`src/rtl/if_id_queue.sv`:
```
// Fetch-to-decode instruction queue: circular buffer of {pc, instr} with flush and valid/ready on
// both sides. Define IFQ_BYPASS_EN to forward fetch straight to decode while the queue is empty.
module if_id_queue #(
    parameter int unsigned DEPTH = 2,
    parameter int unsigned PC_W  = 64
) (
    input  logic                    clk,
    input  logic                    reset,
    input  logic                    flush,
    input  logic                    in_valid,
    output logic                    in_ready,
    input  logic [PC_W-1:0]         in_pc,
    input  logic [31:0]             in_instr,
    output logic                    out_valid,
    input  logic                    out_ready,
    output logic [PC_W-1:0]         out_pc,
    output logic [31:0]             out_instr,
    output logic [$clog2(DEPTH):0]  count
);

    localparam int unsigned AW = $clog2(DEPTH);
    localparam int unsigned CW = AW + 1;
    localparam logic [CW-1:0] DepthCnt = CW'(DEPTH);
    localparam logic [31:0]   NopInstr = 32'h0000_0013;

    typedef enum logic [1:0] {StEmpty, StPartial, StFull} state_e;

    state_e          state;
    logic [PC_W-1:0] pc_mem    [DEPTH];
    logic [31:0]     instr_mem [DEPTH];
    logic [AW-1:0]   wr_ptr_q, wr_ptr_d;
    logic [AW-1:0]   rd_ptr_q, rd_ptr_d;
    logic [CW-1:0]   count_q, count_d;
    logic            push, pop, bypass, consumed;

    always_comb begin
        if (count_q == '0) begin
            state = StEmpty;
        end else if (count_q == DepthCnt) begin
            state = StFull;
        end else begin
            state = StPartial;
        end
    end

    // Registered-only, so decode backpressure never reaches fetch combinationally.
    assign in_ready = (state != StFull);
    assign count    = count_q;

    always_comb begin
        out_valid = (state != StEmpty) & ~flush;
        out_pc    = pc_mem[rd_ptr_q];
        out_instr = instr_mem[rd_ptr_q];
        bypass    = 1'b0;
`ifdef IFQ_BYPASS_EN
        if (state == StEmpty) begin
            bypass    = 1'b1;
            out_valid = in_valid & ~flush;
            out_pc    = in_pc;
            out_instr = in_instr;
        end
`endif
        // Decode sees a NOP at pc 0 whenever nothing valid is offered.
        if (!out_valid) begin
            out_pc    = '0;
            out_instr = NopInstr;
        end
    end

    assign push     = in_valid & in_ready & ~flush;
    assign pop      = out_valid & out_ready & ~flush;
    // A bypassed entry taken in the same cycle never touches storage or pointers.
    assign consumed = bypass & push & pop;

    always_comb begin
        wr_ptr_d = wr_ptr_q;
        rd_ptr_d = rd_ptr_q;
        count_d  = count_q;
        if (flush) begin
            wr_ptr_d = '0;
            rd_ptr_d = '0;
            count_d  = '0;
        end else if (!consumed) begin
            if (push) begin
                wr_ptr_d = wr_ptr_q + AW'(1);
            end
            if (pop) begin
                rd_ptr_d = rd_ptr_q + AW'(1);
            end
            if (push && !pop) begin
                count_d = count_q + CW'(1);
            end else if (pop && !push) begin
                count_d = count_q - CW'(1);
            end
        end
    end

    always_ff @(posedge clk) begin
        if (reset) begin
            wr_ptr_q <= '0;
            rd_ptr_q <= '0;
            count_q  <= '0;
        end else begin
            wr_ptr_q <= wr_ptr_d;
            rd_ptr_q <= rd_ptr_d;
            count_q  <= count_d;
        end
    end

    // Storage has no reset; only pointers and count define what is live.
    always_ff @(posedge clk) begin
        if (push && !consumed && !reset) begin
            pc_mem[wr_ptr_q]    <= in_pc;
            instr_mem[wr_ptr_q] <= in_instr;
        end
    end

endmodule

```
`config.mk`:
```
export PLATFORM = sky130hd
export DESIGN_NAME = if_id_queue
export DESIGN_NICKNAME = d
export VERILOG_FILES = /design/src/rtl/if_id_queue.sv
export SDC_FILE = /design/constraint.sdc
export NUM_CORES = 1
export LEC_CHECK = 0
export BUFFER_PORTS_ARGS = -buffer_cell sky130_fd_sc_hd__buf_4
export CORE_MARGIN = 5
export CORE_UTILIZATION = 52
export CTS_BUF_LIST = sky130_fd_sc_hd__clkbuf_8 sky130_fd_sc_hd__clkbuf_16
export CTS_CLUSTER_DIAMETER = 120
export CTS_CLUSTER_SIZE = 40
export DETAILED_ROUTE_END_ITERATION = 10
export GPL_ROUTABILITY_DRIVEN = 0
export GPL_TIMING_DRIVEN = 0
export PLACE_DENSITY = 0.79
export SKIP_CTS_REPAIR_TIMING = 1
export SYNTH_ARGS = -nofsm -noshare
export SYNTH_HDL_FRONTEND = slang
export SYNTH_SLANG_ARGS = --single-unit
```
`constraint.sdc`:
```
create_clock -name clk -period 11.37 [get_ports clk]
set_input_delay 0.5685 -clock clk [delete_from_list [all_inputs] [get_ports clk]]
set_output_delay 0.5685 -clock clk [all_outputs]
set_load 0.01 [all_outputs]
```
==> results.json, run 1 <==
{
  "status": "complete, no violations",
  "layout-drive-gt1-share_pct": 42.1,
  "dpl.hpwl_um": 11700,
  "synth.yosys.seq_area_share_pct": 76.7,
  "final_common_cell": "buf_4",
  "power.switching_uw": 309,
  "min_period_ps": 2570,
  "synthCells": 437,
  "sw_frac_of_total_pct": 20.0,
  "grt_pass1_wl_um": 24900,
  "ys_warn_count": 0,
  "avgSynthCellArea_um2": 17.5,
  "cts_tree": "done",
  "die-area_um2": 17200,
  "fmax_mhz": 389,
  "whs_ps": 324,
  "root_buffer": "clkbuf_16",
  "crit_path_max_fanout": 10,
  "synth_top_area_share_pct": 75.3,
  "layout_common_cells": "202 x buf_4, 192 x edfxtp_1, 96 x mux2i_1",
  "nNetsFinal": 776,
  "post-synth-top-area-cell": "edfxtp_1",
  "synthTopCellsByArea": "edfxtp_1 75%, mux2i_1 13%, nor2_1 3.8%",
  "core_um2": 14500,
  "antenna_found_initial": 0,
  "syn_nets": 539,
  "vdd_ir_drop_max_uv": 92.2,
  "clk_pin_slew_ps": 70,
  "grt_pass1_vias": 4747,
  "grt_usage_pct": 18.5,
  "clk_latency_ps": 420,
  "via_per_inst": 5.02,
  "min_path_type": "in2reg",
  "cts_sinks": 197,
  "clock_path_buffers": 2,
  "drv_slew": 0,
  "die_h_um": 131,
  "hold_viol": 0,
  "routed_wl_um": 16100,
  "ys_ff_latch": 197,
  "synth_area_um2": 7650,
  "pin_count": 201,
  "arrival_ps": 2000,
  "row_count": 44,
  "die-width_um": 131,
  "antennaDiodeCount": 0,
  "internal_power_uw": 1230,
  "drv_cap": 0,
  "ys_types": 23,
  "portBuffers": 200,
  "overflow": 0,
  "wl_per_cell_um": 18.5,
  "combPwrFrac_pct": 6.6,
  "via_count": 4376,
  "seq_power_share_pct": 52.8,
  "drcViolationCount": 0,
  "powerDensity_nw_per_um2": 151,
  "post-place-ws_ps": 8590,
  "antenna_left": 0,
  "dr.pass1.iters": 4,
  "p_leak_uw": 0.00372,
  "start_kind": "flip-flop",
  "setup_viol": 0,
  "final.period_utilization_pct": 22.6,
  "drt_iter0_drc": 237,
  "numCtsBuffers": 17,
  "critPathKind": "reg2out",
  "worstMarginPinSlew_ps": 881,
  "rsz0062_at_grt": "false",
  "fin_worst_skew_ps": 6.91,
  "power_frac_clock_pct": 40.6,
  "start_util_pct": 52.9,
  "fin_ws_ps": 8800,
  "area_delta_synth_final_pct": 33.9,
  "grt_start_max_net_pins": 18,
  "critPathRequiredTime_ps": 10800,
  "endpoint_kind": "primary output",
  "slew_headroom_pct": 40.9,
  "htree_num_levels": 4,
  "fill_cells": 957
}
-- registers in the layout, indices dropped and copies added (netlist names), named ones only --
register,flops
pc_mem,128
instr_mem,64
count,2
rd_ptr_q,1
wr_ptr_q,1
-- cells in the mapped netlist (all sizes together) --
| master | n |
|---|---|
| edfxtp | 192 |
| nor2 | 98 |
| mux2i | 96 |
| buf | 18 |
| clkbuf | 5 |
| dfxtp | 5 |
| nand2 | 5 |
| xor2 | 3 |
| a21oi | 2 |
| inv | 2 |
| nor3 | 2 |
| o21ai | 2 |
| or2 | 2 |
| a21o | 1 |
| ha | 1 |
| nand2b | 1 |
| nand3 | 1 |
| or3 | 1 |
-- path summary, 6_finish.rpt --
kind	startpoint	to	slack [ps]	cells after the start
setup / recovery	count[0]$_SDFFE_PP0P_	out_instr[17]	8800	6
hold / removal	in_instr[6]	instr_mem[0][6]$_DFFE_PP_	320	1
setup reg to reg	count[0]$_SDFFE_PP0P_	pc_mem[0][48]$_DFFE_PP_	8970	6
hold reg to reg	rd_ptr_q$_SDFFE_PP0P_	rd_ptr_q$_SDFFE_PP0P_	530	2
-- critical path: stages, from the launching register on --
cell and delay [ps]:
dfxtp_1 370, nor2_1 130, or2_1 120, clkbuf_1 210, clkbuf_1 460, nor2_1 120, buf_4 180
-- metal layers --
layer / vias up / GRT usage (%) / part of all wire [%]
li1: 2092 / - / -
met1: 2118 / 20.5 / 38
met2: 138 / 32.9 / 54
met3: 28 / 5.43 / 6.1
met4: 0 / 8.23 / 2.4
met5: - / 0 / 0
-- power by group through the flow --
stage                     combinational (µW)  clock (µW)  sequential (µW)
after floorplan                         41.7           0              834
after global placement                  93.6           0              836
after detailed placement                 102           0              832
after CTS                                103         639              816
after global routing                     110         673              816
final                                    102         626              816
-- cell type report --
cell class | instances | area, µm² | share of cell area, %
timing repair buffer | 218 | 1730 | 16.9
clock inverter | 15 | 200 | 1.95
tap | 184 | 230 | 2.25
sequential | 197 | 5870 | 57.3
inverter | 2 | 7.51 | 0.0733
buffer | 23 | 175 | 1.71
multi-input combinational | 215 | 1610 | 15.8
clock buffer | 17 | 425 | 4.15
-- per-stage QoR --
step / total power [µW] / util [%] / setup TNS, ps / cells / instance area [µm²]
after global placement: 930 / 64.8 / -62820 / 821 / 9380
final: 1540 / 70.8 / 0 / 871 / 10200
after floorplan: 876 / - / 0 / 437 / 7650
after detailed placement: 934 / 66.4 / 0 / 839 / 9620
after global routing: 1600 / 70.8 / 0 / 871 / 10200
after CTS: 1560 / 70.8 / 0 / 871 / 10200
-- cell families (layout without fill, tap and decap cells) --
family / Yosys count / after routing / synth area share [%]
and+or+nand+nor: 110 / 110 / 7.54
buffers and inverters: 25 / 275 / 2.39
DFF: 197 / 197 / 76.7
muxes: 96 / 96 / 12.6
AOI/OAI and AO/OA: 5 / 5 / 0.360
xor gates and xnor gates: 3 / 3 / 0.343
adders and majority gates: 1 / 1 / 0.163
No activity file was read; power rests on OpenSTA's default activity.
==> inputs of run 2 (changes only) <==
- clock period: 11.37 -> 2.5 ns (I/O delays scaled with it)
==> run 2 against run 1 <==
Register-to-register slack worse by 8600 ps. Final cell count is 10% higher. Cell area is 9.4% higher. Clock power grew to 4.0 times the previous value. Sequential share of layout area is 4.9 points lower. First-iteration DRC count is 20% higher. Combinational power grew to 6.0 times the previous value. Critical path depth is 3 higher. Setup slack worse by 8500 ps. Via count is 10% higher. Critical endpoint is now count[1]$_SDFFE_PP0P_. Sequential cell count stayed put.
==> results.json, run 2 (synthesis results as in run 1) <==
{
  "finalSetupTns_ps": 0,
  "cp_top_family": "simple AND/OR/NAND/NOR gates",
  "grt_pass1_vias": 4573,
  "start_kind": "flip-flop",
  "final.period_utilization_pct": 86.6,
  "rsz0062_at_grt": "false",
  "worstPathCellList": "nor2_1 -> or2_1 -> clkbuf_1 -> buf_6 -> inv_1 -> nand2_1 -> ha_1 -> or3_1 -> a21oi_1",
  "root_buffer": "clkbuf_16",
  "arrival_ps": 2510,
  "antenna_left": 0,
  "dpl.hpwl_um": 11100,
  "drt-met1-wl_um": 6570,
  "top_layer": "met4",
  "htree_num_levels": 4,
  "endpoint_kind": "flip-flop",
  "grt_start_max_net_pins": 22,
  "area_delta_synth_final_pct": 46.5,
  "critPathRequiredTime_ps": 2850,
  "cts_sinks": 197,
  "critPathKind": "reg2reg",
  "final_common_cell": "buf_4",
  "post-route-util_pct": 77.4,
  "drt_iter0_drc": 285,
  "nNetsFinal": 864,
  "fmax_mhz": 462,
  "drv_slew": 0,
  "p_leak_uw": 0.00410,
  "clk_pin_slew_ps": 60,
  "postPlaceCellArea_um2": 9700,
  "vdd_ir_drop_max_uv": 525,
  "drv_cap": 0,
  "slew_headroom_pct": 49.3,
  "post-place-ws_ps": 330,
  "dr.pass1.iters": 4,
  "fill_cells": 810,
  "status": "complete, no violations",
  "wl_per_cell_um": 18.4,
  "final_area_um2": 11200,
  "multi_input_area_um2": 1640,
  "fin_worst_skew_ps": 13.4,
  "via_per_inst": 5.02,
  "wl_met2_um": 9790,
  "total_power_uw": 6830,
  "setup_viol": 0,
  "routed_wl_um": 17700,
  "met3WireLength_um": 981,
  "cp_num_buf_inv": 3,
  "clk_latency_ps": 420,
  "cp_slowest_stage_delay_ps": 430,
  "die-width_um": 131,
  "portBuffers": 200,
  "layout_common_cells": "202 x buf_4, 192 x edfxtp_1, 96 x mux2i_1, 96 x dlygate4sd3_1, 78 x nor2_1",
  "powerDensity_nw_per_um2": 609,
  "core_um2": 14500,
  "worstMarginPinSlew_ps": 758,
  "start_util_pct": 52.9,
  "pin_count": 201,
  "min_period_ps": 2160,
  "grt_pass1_wl_um": 24300,
  "largest_register_ffs": 128,
  "fin_ws_ps": 335,
  "overflow": 0,
  "regMostFlops": "pc_mem",
  "grt_usage_pct": 18.1,
  "cts_tree": "done",
  "layout-drive-gt1-share_pct": 36.3,
  "row_count": 44,
  "min_path_type": "in2reg",
  "crit_path_max_fanout": 10,
  "seqCellArea_um2": 5870,
  "hold_viol": 0,
  "die_h_um": 131,
  "via_count": 4827,
  "numCtsBuffers": 17,
  "die-area_um2": 17200,
  "cp_slowest_cell": "dfxtp_1",
  "antenna_found_initial": 2,
  "clock_path_buffers": 2,
  "drcViolationCount": 0
}
[run 2: path summary, 6_finish.rpt]
path	startpoint	endpoint	slack, ps	cells past startpoint
worst min-delay path	in_valid	wr_ptr_q$_SDFFE_PP0P_	20	3
worst max register to register	count[1]$_SDFFE_PP0P_	count[1]$_SDFFE_PP0P_	340	9
worst max-delay path	count[1]$_SDFFE_PP0P_	count[1]$_SDFFE_PP0P_	340	9
worst min register to register	rd_ptr_q$_SDFFE_PP0P_	rd_ptr_q$_SDFFE_PP0P_	510	2
[run 2: cell type report]
type                            instances  share of cell area, %
Buffer                                 23                   1.56
Clock buffer                           17                   3.80
Tap cell                              184                   2.05
Timing Repair Buffer                  306                   24.4
Inverter                                2                 0.0670
Clock inverter                         15                   1.04
Antenna cell                            2                 0.0447
Multi-Input combinational cell        215                   14.6
Sequential cell                       197                   52.4
[run 2: layer usage]
metal | up-vias | global-route usage (%)
met3 | 24 | 4.97
li1 | 2270 | -
met5 | - | 0
met4 | 0 | 7.14
met2 | 167 | 31.1
met1 | 2366 | 21.7
[run 2: power by group]
group          switching [µW]  internal (µW)
combinational             263            345
clock                    1150           1360
sequential               18.4           3690
total                    1430           5400
[run 2: worst reg2reg max path: cells and delay by family, from the launching register on]
family	cells	cell delay [ps]
AND/OR/NAND/NOR	4	730
buffers and inverters	3	500
flip-flops	1	430
adder cells (fa/ha/maj)	1	300
AO/OA/AOI/OAI	1	140
[run 2: metrics by stage]
stage / cells / hold slack [ps]
2_1_floorplan: 437 / 224
3_3_place_gp: 821 / 310
3_5_place_dp: 831 / 312
4_1_cts: 863 / -136
5_1_grt: 961 / 6.44
6_report: 961 / 21.9
